$ cat src/rtl/fifo_drain_ctrl.sv
// Drains 32-bit words from the asymmetric flushable FIFO into a local word buffer and sequences flushes.
// Define FLUSH_TIMEOUT_EN to add the idle-timeout automatic flush; the default build has it disabled.
//
// state  | meaning
// IDLE   | normal rd traffic while there is buffer room; accepts flush requests
// FDRAIN | reads stopped; waits for the in-flight word and enough buffer room
// FLUSH  | flush_req held until the FIFO reports flush_done
// FWAIT  | absorbs the last capture, drains the buffer, then pulses flush_ack
module fifo_drain_ctrl #(
  parameter int WORD_W    = 32,
  parameter int BUF_DEPTH = 8,
  parameter int TIMEOUT   = 16,
  parameter int CNT_W     = $clog2(BUF_DEPTH + 1)
) (
  input  logic              clk_i,
  input  logic              rst_i,
  input  logic              vld_rd_data_i,
  input  logic              empty_i,
  input  logic              flush_done_i,
  input  logic [WORD_W-1:0] rd_data_i,
  output logic              rd_o,
  output logic              flush_req_o,
  input  logic              flush_cmd_i,
  output logic              m_valid_o,
  input  logic              m_ready_i,
  output logic [WORD_W-1:0] m_data_o,
  output logic              flush_ack_o,
  output logic              flush_busy_o
);

  localparam int PTR_W = (BUF_DEPTH > 1) ? $clog2(BUF_DEPTH) : 1;
  localparam logic [CNT_W:0]   RD_LIM    = (CNT_W + 1)'(BUF_DEPTH - 2);
  localparam logic [CNT_W-1:0] DRAIN_LIM = CNT_W'(BUF_DEPTH - 5);

  if (BUF_DEPTH < 6) begin : g_depth_chk
    $error("fifo_drain_ctrl: BUF_DEPTH must be at least 6");
  end
  if (TIMEOUT < 1) begin : g_timeout_chk
    $error("fifo_drain_ctrl: TIMEOUT must be at least 1");
  end

  typedef enum logic [1:0] {IDLE, FDRAIN, FLUSH, FWAIT} state_t;

  state_t            state_q, state_d;
  logic [WORD_W-1:0] buf_mem [BUF_DEPTH];
  logic [PTR_W-1:0]  head_q, head_d, tail_q, tail_d;
  logic [CNT_W-1:0]  occ_q, occ_d;
  logic              pop_d_q;
  logic              pend_q, pend_d;
  logic              fifo_pop, deq, timeout_hit;

  function automatic logic [PTR_W-1:0] ptr_inc(input logic [PTR_W-1:0] p);
    return (p == PTR_W'(BUF_DEPTH - 1)) ? '0 : p + 1'b1;
  endfunction

`ifdef FLUSH_TIMEOUT_EN
  localparam int TO_W = $clog2(TIMEOUT + 1);
  logic [TO_W-1:0] idle_cnt_q, idle_cnt_d;
  logic            idle_cond;

  // Partial data sitting in the FIFO with nothing else going on.
  always_comb begin
    idle_cond   = (state_q == IDLE) && !empty_i && !vld_rd_data_i && (occ_q == '0);
    timeout_hit = idle_cond && (idle_cnt_q == TO_W'(TIMEOUT - 1));
    idle_cnt_d  = '0;
    if (idle_cond && !timeout_hit) idle_cnt_d = idle_cnt_q + 1'b1;
  end

  always_ff @(posedge clk_i or posedge rst_i) begin
    if (rst_i) idle_cnt_q <= '0;
    else       idle_cnt_q <= idle_cnt_d;
  end
`else
  assign timeout_hit = 1'b0;
`endif

  assign flush_busy_o = (state_q != IDLE);
  assign fifo_pop     = (rd_o | flush_req_o) & ~empty_i;
  assign m_valid_o    = (occ_q != '0);
  assign m_data_o     = m_valid_o ? buf_mem[head_q] : '0;
  assign deq          = m_valid_o & m_ready_i;

  always_comb begin
    state_d     = state_q;
    pend_d      = pend_q;
    rd_o        = 1'b0;
    flush_req_o = 1'b0;
    flush_ack_o = 1'b0;
    case (state_q)
      IDLE: begin
        // Counting the in-flight word keeps one slot of margin for any capture.
        rd_o = vld_rd_data_i && (({1'b0, occ_q} + {{CNT_W{1'b0}}, pop_d_q}) <= RD_LIM);
        if (flush_cmd_i || pend_q || timeout_hit) begin
          state_d = FDRAIN;
          pend_d  = 1'b0;
        end
      end
      FDRAIN: begin
        if (!pop_d_q && (occ_q <= DRAIN_LIM)) begin
          if (empty_i) begin
            flush_ack_o = 1'b1;
            state_d     = IDLE;
          end else begin
            state_d = FLUSH;
          end
        end
      end
      FLUSH: begin
        flush_req_o = 1'b1;
        if (flush_done_i) state_d = FWAIT;
      end
      FWAIT: begin
        if (!pop_d_q && (occ_q == '0)) begin
          flush_ack_o = 1'b1;
          state_d     = IDLE;
        end
      end
      default: state_d = IDLE;
    endcase
    if (flush_cmd_i && flush_busy_o) pend_d = 1'b1;
  end

  always_comb begin
    head_d = deq ? ptr_inc(head_q) : head_q;
    tail_d = pop_d_q ? ptr_inc(tail_q) : tail_q;
    occ_d  = occ_q;
    case ({pop_d_q, deq})
      2'b10:   occ_d = occ_q + 1'b1;
      2'b01:   occ_d = occ_q - 1'b1;
      default: occ_d = occ_q;
    endcase
  end

  always_ff @(posedge clk_i) begin
    if (pop_d_q) buf_mem[tail_q] <= rd_data_i;
  end

  always_ff @(posedge clk_i or posedge rst_i) begin
    if (rst_i) begin
      state_q <= IDLE;
      head_q  <= '0;
      tail_q  <= '0;
      occ_q   <= '0;
      pop_d_q <= 1'b0;
      pend_q  <= 1'b0;
    end else begin
      state_q <= state_d;
      head_q  <= head_d;
      tail_q  <= tail_d;
      occ_q   <= occ_d;
      pop_d_q <= fifo_pop;
      pend_q  <= pend_d;
    end
  end

endmodule

$ cat config.mk
export PLATFORM = sky130hd
export DESIGN_NAME = fifo_drain_ctrl
export DESIGN_NICKNAME = d
export VERILOG_FILES = /design/src/rtl/fifo_drain_ctrl.sv
export SDC_FILE = /design/constraint.sdc
export NUM_CORES = 1
export LEC_CHECK = 0
export BUFFER_PORTS_ARGS = -buffer_cell sky130_fd_sc_hd__buf_4
export CAP_MARGIN = 20
export CORE_AREA = 5 5 162 202
export DETAILED_ROUTE_END_ITERATION = 8
export DIE_AREA = 0 0 167 207
export SYNTH_ARGS = -nofsm -noshare
export SYNTH_HDL_FRONTEND = slang
export SYNTH_SLANG_ARGS = --single-unit
$ cat constraint.sdc
create_clock -name clk_i -period 3.6 [get_ports clk_i]
set_input_delay 0 -clock clk_i [delete_from_list [all_inputs] [get_ports clk_i]]
set_output_delay 0 -clock clk_i [all_outputs]
set_load 0.01 [all_outputs]
# Word-level counts from Yosys, hierarchy flattened

Memories as Yosys holds them, arrays and structs flattened.
Cells that the tools add are included.

Register bits after elaboration: 14
Bits in writable memories: 256
Input bits: 39
Logic and storage cells: 65
Memories kept: 1

Add/sub/neg operators: 5
Order comparisons: 2
Equality and inequality tests: 11
Mux-type cells: 21
Bitwise logic cells: 4
Reductions and logical operators: 15

Memories:

| memory  | depth | width | rd ports | clocked after memory_dff | wr ports | RTL line | RTL |
|---|---|---|---|---|---|---|---|
| buf_mem | 8     | 32    | 1        | 0                        | 1        | 45       | `logic [WORD_W-1:0] buf_mem [BUF_DEPTH];` |

Operators with widths:

| operator              | number |
|---|---|
| $mux W32              | 1 |
| $mux W1               | 10 |
| $mux W2               | 5 |
| $ne A2 B2 Y1 const B  | 4 |
| $pmux W2 S4           | 1 |
| $pmux W4 S2           | 1 |
| $reduce_bool A2 Y1    | 4 |
| $add A3 B1 Y3 const B | 2 |
| $eq A2 B2 Y1 const B  | 3 |
| $eq A3 B3 Y1 const B  | 2 |
| $mux W3               | 2 |
| $add A4 B1 Y5         | 1 |
| $le A5 B3 Y1 const B  | 1 |
| $add A4 B1 Y4 const B | 1 |
| $eq A2 B1 Y1 const B  | 2 |
| $le A4 B2 Y1 const B  | 1 |
| $logic_and A1 B1 Y1   | 4 |
| $logic_not A4 Y1      | 1 |
| $reduce_and A4 Y1     | 1 |
| $reduce_bool A4 Y1    | 1 |
| $sub A4 B1 Y4 const B | 1 |
| $and A1 B1 Y1         | 2 |
| $logic_not A2 Y1      | 1 |
| $pmux W1 S2           | 1 |
| other kinds (5)       | 5 |

# Logic depth before layout (Yosys ltp)

Gate-level depths: netlist of run 1.

Depth in word-level cells: 6
Depth in mapped cells: 8

# Worst setup path after synthesis of run 1

Ideal clock, no wire load.

Path kind: reg2reg
From: register tail_q[0]
To: memory buf_mem[0][0] (enable)
Data arrival time: 2.799 ns
Data required time: 3.139 ns
Slack: 0.340 ns
Cell stages (with the launch flop): 3
Cell sequence: dfrtp_1 > nand2b_1 > nor3_1

RTL lines:

| element                  | RTL line | RTL |
|---|---|---|
| start: declaration       | 46       | `logic [PTR_W-1:0] head_q, head_d, tail_q, tail_d;` |
| start signal: assignment | 149      | `tail_q <= tail_d;` |
| end: declaration         | 45       |  |

No word-level cell before the write port.

# Worst setup path in the final report of run 1

From: register occ_q[0]
To: register occ_q[3]

Longest elaborated chain between the ends: 4

Ends and longest elaborated chain:

| element                                                  | RTL line | RTL |
|---|---|---|
| start: declaration                                       | 47       | `logic [CNT_W-1:0] occ_q, occ_d;` |
| start signal: assignment                                 | 143      | `occ_q <= '0;` |
| start signal: assignment                                 | 150      | `occ_q <= occ_d;` |
| $reduce_bool A4 Y1                                       | 79       | `assign m_valid_o = (occ_q != '0);` |
| $and A1 B1 Y1                                            | 81       | `assign deq = m_valid_o & m_ready_i;` |
| $eq A2 B1 Y1 / $eq A2 B2 Y1 (equally long branches)      | 127      | `case ({pop_d_q, deq})` |
| $pmux W4 S2 / $reduce_bool A2 Y1 (equally long branches) | -        |  |

Parallel ways exist; a longest one is shown, timed or not.
A chain may end at the register's enable or synchronous reset.

==> metrics.txt, run 1 <==
setup violators final 0; Yosys cell types 39; GRT Residual Overflow 0; H-tree depth 1; Primary FF master, synth edfxtp_1; part of the Yosys area used for sequential elements 0.764; Via density 4.92; PortBufs 75; CTS tree done; CTS root buffer clkbuf_16; Final Skew 5.95 ps; Syn-to-layout area delta 22.5%; cells after synthesis 477; hold buffer count at cts 38; Max Cap Viol 0; Util after Layout 0.419; final antenna-violating net count 0; Die Ht 207 um; crit path setup slack, layout ~640 ps; Crit. End Element register; Final Hold Vio Count 0; kind of start point of the critical path register; EDFF count, synth ~260; WL per Instance between 20 and 25 um; Syn Area/Cell between 20 and 25 um2; Reg clk slew, reported paths roughly 60 ps; Fill cells between 2000 and 3000; Resized Gates After CTS 0; core box area 30700 um2; Post-DP Area roughly 12000 um2; final slew viol count 0; Power, Total approximately 9.3 mW; commonest non-fill, non-tap cell in the layout edfxtp_1; Hold Path Class input pin to async pin; Setup WS pre-CTS just under 700 ps; layout cells sized above 1 0.337; Die ar. between 30000 and 40000 um2; Longest Clk Path Bufs 3; Detail Placement HPWL 13100 um; largest net degree at the start of global routing 35; synthesized area 10500 um2; Final Critical Period 2960 ps; Mapped Nets between 500 and 600; power density over the cells between 700 and 800 nW/um2; drt pass-1 iters 4; Req. time, crit path between 3000 and 4000 ps; leakage 4.29 nW; Worst-Margin Slew about 900 ps; Routability Congestion roughly 0.81; Fin Setup TNS 0 ps; DRC 0; Total GRT Usage 0.124; Synthesis Warnings 0; RSZ-0062 raised after global routing false; Die X around 170 um; Ports 76; kind of critical path register to register; row count about 70; Max-Slew Margin vs Limit 0.403; via count slightly above 5000; crit path DAT about 3400 ps; Worst-Skew Late Latency slightly above 500 ps; CP max FO 9; CTS Buf Count 26; Synth async-reset ratio 0.0519; Sink Count 270; antenna violations before repair 1; initial DRC count around 250; fmax ~340 MHz; NumNets Final ~660; vias in the first global route approximately 5600; Initial Utilization 0.342; most frequent cells in the layout edfxtp_1, buf_4, mux4_2, dlygate4sd3_1, a22o_1; postcts setup bufs 0; Max IR drop VDD roughly 0.00037 V; #FFs+latches synth 270; Final Cycle Share 0.824; final instance area around 13000 um2; status completed; Multi-input gate area roughly 2300 um2; first-pass GRT wire length approximately 34000 um; Routed WL around 22000 um; Reg area approximately 8000 um2
[sequential cells by signal, summed over array words and instances (netlist names), named ones only]
signal	cells
pend_q	1
occ_q	4
pop_d_q	1
buf_mem	256
tail_q	3
head_q	3
state_q	1
[metal layers]
metal / track usage / vias up / routed length, um
met2: 0.226 / 112 / 11400
met5: 0 / - / 0
met1: 0.158 / 2695 / 8830
met3: 0.0183 / 24 / 912
li1: - / 2285 / -
met4: 0.0288 / 0 / 335
[critical path, cell delays in order, from the launching register on]
cell,delay [ps]
dfrtp_1,490
o41ai_2,620
inv_1,100
ha_1,310
ha_1,390
or4b_2,640
o311ai_0,160
o211ai_1,130
[power by group]
part | internal (mW) | switching [mW] | leakage [nW]
clock network | 1.51 | 1.07 | 0.399
registers | 3.61 | 0.284 | 2.47
logic | 1.52 | 1.34 | 1.42
[Yosys cell counts (all sizes together) (4+ instances only)]
library cell	n	area [um2]
edfxtp	256	7690
mux4	64	1440
nor2	12	45.0
nand2	8	30.0
nand2b	4	25.0
nor3	4	20.0
dfrtp	14	350
inv	10	37.5
ha	9	113
clkbuf	8	30.0
buf	16	130
a22o	32	280
[area by class of cell]
type,instances,share of cell area
timing repair buffer,132,0.0872
inverter,10,0.00291
clock inverter,9,0.00563
multi-input combinational,173,0.182
tap,407,0.0395
sequential,270,0.624
clock buffer,38,0.0580
antenna,1,0.000194
[final timing paths]
path	startpoint	to	slack [ps]	cells after the start
min reg2reg	pend_q$_DFFE_PP0P_	pend_q$_DFFE_PP0P_	510	2
min	rst_i	head_q[2]$_DFFE_PP0N_	120	3
max in group asynchronous	rst_i	head_q[0]$_DFFE_PP0N_	3050	3
max	occ_q[0]$_DFFE_PP0P_	occ_q[3]$_DFFE_PP0P_	640	7
max reg2reg	occ_q[0]$_DFFE_PP0P_	occ_q[3]$_DFFE_PP0P_	640	7
min in group clk_i	empty_i	register	260	3
[cells by family after synthesis]
family,count (synthesis),synth area share
AOI/OAI and AO/OA,50,0.0396
xor gates and xnor gates,3,0.00250
adders and majority gates,10,0.0126
buffers and inverters,34,0.0188
DFF,270,0.764
muxes,68,0.141
and+or+nand+nor,42,0.0211
[stage by stage]
step / instances / hold slack [ps]
CTS: 1039 / 123
global placement: 954 / 83.5
global route: 1040 / 183
finish: 1040 / 117
detailed placement: 954 / 105
floorplan: 477 / -111
Note: power is estimated with default switching activity, not from simulation.
==> run 2, diff against run 1 <==
clock period = 2.5 ns   (was 3.6 ns; I/O delays follow)
==> run 2 against run 1 <==
Against the previous run:
- clock skew is 7.3 ps higher
- cell count is 0.48% higher
- non-clock buffer count is 9 higher
- sequential power is 40% higher
- critical path depth is 2 lower
- worst setup slack worse by 580 ps
- design area is 0.94% higher
- total power is 46% higher
- count of clock-buffer cells in the layout is 6 lower
- critical endpoint is now m_data_o[28]
==> metrics.txt, run 2 (same netlist as run 1, synthesis figures left out) <==
Max-Slew Margin vs Limit 0.616 (+0.213); most frequent cells in the layout edfxtp_1, buf_4, mux4_2, dlygate4sd3_1, a22o_1; final antenna-violating net count 0 (unchanged); Placed Cells incl. Taps 962 (+0.84%); Power, Total 13.6 mW (+46%); Setup WS pre-CTS 17.9 ps (-658 ps); M1 WL 8620 um (-2.4%); final slew viol count 0 (unchanged); Worst R2R End occ_q[3]$_DFFE_PP0P_; Most flops, register buf_mem; Final Skew 13.3 ps (+7.30 ps); Crit. End Element primary output; fmax 410 MHz; final instance area 13000 um2 (+0.94%); Via density 4.97 (+1.1%); top layer in use met5; Routed WL 21700 um (+0.98%); Max Cap Viol 0 (unchanged); CTS root buffer clkbuf_16; kind of critical path register to primary output; Ports 76 (unchanged); CTS tree done; Final Hold Vio Count 0 (unchanged); worst r2r path cells 8 (+1); Final Critical Period 2440 ps; DR WL met3 981 um (+7.6%); Util after Layout 0.423 (+0.00395); Reg clk slew, reported paths 70 ps (about the same); status completed; biggest regs buf_mem (256), occ_q (4); CP max FO 32 (+23); kind of start point of the critical path register; GRT Residual Overflow 0 (unchanged); core box area 30700 um2 (unchanged); Worst-Margin Slew 576 ps (-320 ps); power density over the cells 1050 nW/um2 (+45%); delay of the slowest critical-path stage 500 ps (-140 ps); Crit path depth 5 (-2); NumNets Final 670 (+1.2%); Final Cycle Share 0.976; commonest non-fill, non-tap cell in the layout edfxtp_1; Initial Utilization 0.342 (unchanged); WP buf/inv 2 (+1); Fin Setup TNS 0 ps (unchanged); flop2flop setup slack 90 ps (-550 ps); Total GRT Usage 0.126 (+0.00124); max reg flops 256 (unchanged); Die ar. 34600 um2 (unchanged); row count 72 (unchanged); Hold Path Class input pin to async pin; crit path DAT 2440 ps (-910 ps); CTS Buf Count 25 (-3.8%); fin cells 1045 (+0.48%); Syn-to-layout area delta 23.6%; via count 5195 (+1.5%); crit path setup slack, layout 59.8 ps (-575 ps); Post-DP Area 11800 um2 (+1.1%); initial DRC count 289 (+16%); Die Ht 207 um (unchanged); cells along the critical path buf_4 > or4_4 > and2_4 > a22o_4 > buf_4; WL per Instance 20.8 um (+0.50%); setup violators final 0 (unchanged); most used cell, CP buf_4; RSZ-0062 raised after global routing true; first-pass GRT wire length 33600 um (-0.45%); FF-to-FF Start occ_q[1]$_DFFE_PP0P_; leakage 4.33 nW (+0.98%); Longest Clk Path Bufs 3 (unchanged); met2 wire length 11600 um (+1.9%); Detail Placement HPWL 12900 um (-1.3%); antenna violations before repair 2 (+1); Worst-Skew Late Latency 510 ps (about the same); vias in the first global route 5626 (-0.14%); Fill cells 2630 (-0.90%); Req. time, crit path 2500 ps (-1480 ps); Max IR drop VDD 0.000637 V (+75%); drt pass-1 iters 4 (unchanged); largest net degree at the start of global routing 36 (+2.9%); Sink Count 270 (unchanged); layout cells sized above 1 0.353 (+0.0162); Die X 167 um (unchanged); H-tree depth 1 (unchanged); Hold WS 109 ps (-7.56 ps); DRC 0 (unchanged); crit-path leading delay family simple AND/OR/NAND/NOR gates; Routability Congestion 0.726 (-9.9%); PortBufs 75 (unchanged); critical path's slowest cell or4_4
[run 2: cell types whose count changed in the layout (fill, tap and decap cells not counted), moves of 2 or more]
cell | before | now
a22o_1 | 32 | 30
a22o_4 | 0 | 2
buf_12 | 3 | 5
buf_4 | 91 | 98
bufinv_16 | 1 | 3
clkbuf_16 | 27 | 25
clkbuf_8 | 3 | 0
ha_1 | 9 | 7
nor3_2 | 2 | 0
nor3_4 | 0 | 2
[run 2: layer usage]
layer / global-route usage / vias up
li1: - / 2294
met1: 0.160 / 2736
met2: 0.224 / 127
met3: 0.0187 / 36
met4: 0.0364 / 2
met5: 0 / -
[run 2: worst max path at each step]
stage	from	end	slack, ps
after floorplan	occ_q[3]$_DFFE_PP0P_	occ_q[3]$_DFFE_PP0P_	20
after global placement	occ_q[1]$_DFFE_PP0P_	occ_q[3]$_DFFE_PP0P_	190
after detailed placement	occ_q[1]$_DFFE_PP0P_	occ_q[3]$_DFFE_PP0P_	20
after CTS	occ_q[1]$_DFFE_PP0P_	occ_q[3]$_DFFE_PP0P_	2
after global routing	occ_q[2]$_DFFE_PP0P_	m_data_o[31]	-30
final	occ_q[2]$_DFFE_PP0P_	m_data_o[28]	60
[run 2: tightest hold or removal path, stage by stage]
cell,delay [ps]
dlygate4sd3_1,540
buf_4,130
inv_1,420
[run 2: final cells by class]
cell class	count	area [um2]	share of cell area
Multi-Input combinational cell	173	2400	0.185
Clock buffer	32	652	0.0501
Timing Repair Buffer	141	1220	0.0935
Inverter	10	37.5	0.00289
Sequential cell	270	8050	0.619
Antenna cell	1	2.50	0.000192
Tap cell	407	509	0.0392
Clock inverter	11	136	0.0105
[run 2: repair_timing]
item / 4_1_cts / 5_1_grt
hold buffers: 38 / 0
resized for setup: 1 / 2
pin swaps: 0 / 1
endpoints found under the setup margin: 1 / 11
buffers inserted: 0 / 1
hold endpoints to repair: 277 / 0
gates cloned: 0 / 0
[run 2: power breakdown]
part           internal (mW)  switching [mW]
logic                   2.33            2.19
clock network           2.15            1.51
registers               5.20           0.238
==> run 3, diff against run 2 <==
CELL_PAD_IN_SITES_DETAIL_PLACEMENT = 0   (was default)
CELL_PAD_IN_SITES_GLOBAL_PLACEMENT = 1   (was default)
PLACE_DENSITY_LB_ADDON = 0.1   (was default)
clock period = 2.05 ns   (was 2.5 ns; I/O delays follow)
==> run 3 against run 2 <==
Against the previous run:
- the run now ends with setup timing left
- clock skew is 7.0 ps lower
- die area stayed put
- non-clock buffer count grew 20
- flip-flop and latch count stayed put
- critical path type unchanged
- largest power group is now combinational logic
==> metrics.txt, run 3 (same netlist as run 1, synthesis figures left out) <==
status finished with violations; failing checks setup timing; Fill cells 2666 (+1.4%); cells along the critical path buf_6 > or4_4 > and2_4 > buf_12 > a22o_4 > buf_6; Final Hold Vio Count 0 (unchanged); Hold Path Class input pin to async pin; DRC 0 (unchanged); H-tree depth 1 (unchanged); Max Cap Viol 0 (unchanged); crit-path leading delay family simple AND/OR/NAND/NOR gates; Final Skew 6.30 ps (-6.95 ps); Worst-Skew Late Latency 530 ps (+20 ps); most used cell, CP buf_6; crit path DAT 2370 ps (-70 ps); crit path setup slack, layout -318 ps (-378 ps); diode count 0 (-1); GRT Residual Overflow 0 (unchanged); Final Cycle Share 1.16; row count 72 (unchanged); Die Ht 207 um (unchanged); drt pass-1 iters 6 (+2); Die ar. 34600 um2 (unchanged); Max-Slew Margin vs Limit 0.579 (-0.0372); Detail Placement HPWL 13900 um (+7.7%); core box area 30700 um2 (unchanged); largest net degree at the start of global routing 43 (+19%); Comb power frac 0.383 (+0.051); vias in the first global route 6080 (+8.1%); initial DRC count 341 (+18%); Total GRT Usage 0.141 (+0.0157); Reg area 8040 um2 (about the same); power density over the cells 1340 nW/um2 (+28%); Util after Layout 0.445 (+0.0216); layout cells sized above 1 0.393 (+0.0399); Reg clk slew, reported paths 60 ps (about the same); Req. time, crit path 2050 ps (-450 ps); Ports 76 (unchanged); Internal Power 12.9 mW (+33%); leakage 4.59 nW (+5.8%); biggest regs buf_mem (256), occ_q (4); WP buf/inv 3 (+1); Most flops, register buf_mem; Crit. End Element primary output; final antenna-violating net count 0 (unchanged); Initial Utilization 0.342 (unchanged); Sequential Power Share 0.357 (-0.042); first-pass GRT wire length 37600 um (+12%); Die X 167 um (unchanged); commonest non-fill, non-tap cell in the layout edfxtp_1; Via density 4.99 (+0.31%); CTS Buf Count 27 (+8.0%); Post-DP Area 12000 um2 (+2.0%); Net Sw Power 5.37 mW (+36%); Worst-Margin Slew 631 ps (+55.7 ps); delay of the slowest critical-path stage 540 ps (+40 ps); Max IR drop VDD 0.000714 V (+12%); RSZ-0062 raised after global routing true; Clk pwr share 0.260 (-0.009); kind of critical path register to primary output; PortBufs 75 (unchanged); antenna violations before repair 0 (-2); via count 5341 (+2.8%); Routed WL 24900 um (+14%); Longest Clk Path Bufs 3 (unchanged); fmax roughly 420 MHz; most frequent cells in the layout edfxtp_1, mux4_2, buf_4, dlygate4sd3_1, buf_6; CTS root buffer clkbuf_16; Syn-to-layout area delta 29.9%; final slew viol count 0 (unchanged); setup violators final 34 (+34); Fin Setup TNS -9370 ps (-9370 ps); final instance area 13700 um2 (+5.1%); Sink Count 270 (unchanged); Final Critical Period around 2400 ps; Multi-input gate area 2510 um2 (+4.6%); CTS tree done; critical path's slowest cell or4_4; Hold WS 114 ps (+4.98 ps); Sw Share 0.293 (+0.00445); Routability Congestion 0.757 (+4.3%); kind of start point of the critical path register; NumNets Final 692 (+3.3%); WL per Instance 23.2 um (+12%); max reg flops 256 (unchanged); CP max FO 15 (-53%)
[run 3: changes by cell type in the layout (fill, tap and decap cells not counted), sizes merged]
| cell | before | now |
|---|---|---|
| buf | 103 | 121 |
| clkbuf | 32 | 43 |
| bufinv | 3 | 2 |
| clkinv | 6 | 5 |
| diode | 1 | 0 |
[run 3: worst min-delay path: stages]
cell	delay, ps
dlygate4sd3_1	540
buf_4	130
inv_1	460
[run 3: layout make-up]
type | count | share of cell area
multi-input cells | 173 | 0.184
flip-flops and latches | 270 | 0.589
clock buffers | 41 | 0.0548
well taps | 407 | 0.0373
repair buffers | 161 | 0.125
inverters | 10 | 0.00275
clock inverters | 9 | 0.00733
[run 3: power by group through the flow]
stage                     Sequential (mW)  Combinational (mW)  Clock (mW)
after global placement               6.65                5.88           0
after global routing                 6.57                7.55        5.14
after CTS                            6.53                6.73        4.91
final                                6.54                7.00        4.75
after detailed placement             6.66                5.98           0
after floorplan                      6.61                3.65           0
[run 3: final timing paths]
| path | startpoint | endpoint | slack [ps] | cells after the start |
|---|---|---|---|---|
| min in group clk_i | empty_i | register | 220 | 3 |
| min reg2reg | pend_q$_DFFE_PP0P_ | pend_q$_DFFE_PP0P_ | 510 | 2 |
| max reg2reg | occ_q[0]$_DFFE_PP0P_ | occ_q[3]$_DFFE_PP0P_ | -240 | 8 |
| max in group asynchronous | rst_i | head_q[0]$_DFFE_PP0N_ | 1470 | 3 |
| max | occ_q[0]$_DFFE_PP0P_ | m_data_o[26] | -320 | 6 |
| min | rst_i | pend_q$_DFFE_PP0P_ | 110 | 3 |
[run 3: metrics by stage]
stage | worst slack [ps] | instances | total power [mW]
6_report | -318 | 1071 | 18.3
5_1_grt | -397 | 1071 | 19.3
4_1_cts | -344 | 1065 | 18.2
3_5_place_dp | -166 | 972 | 12.6
3_3_place_gp | -84.0 | 972 | 12.5
2_1_floorplan | -353 | 477 | 10.3
[run 3: timing repair]
action	4_1_cts	5_1_grt
hold buffers	38	0
cloned	0	3
resized for setup	46	16
hold endpoints to repair	277	0
pin swaps	8	15
endpoints found under the setup margin	35	36
buffers inserted	5	3
[run 3: metal layers]
metal  track usage  wire length, um
met4        0.0302              410
met1         0.179            10200
met5             0                0
met3        0.0225              941
met2         0.257            13300
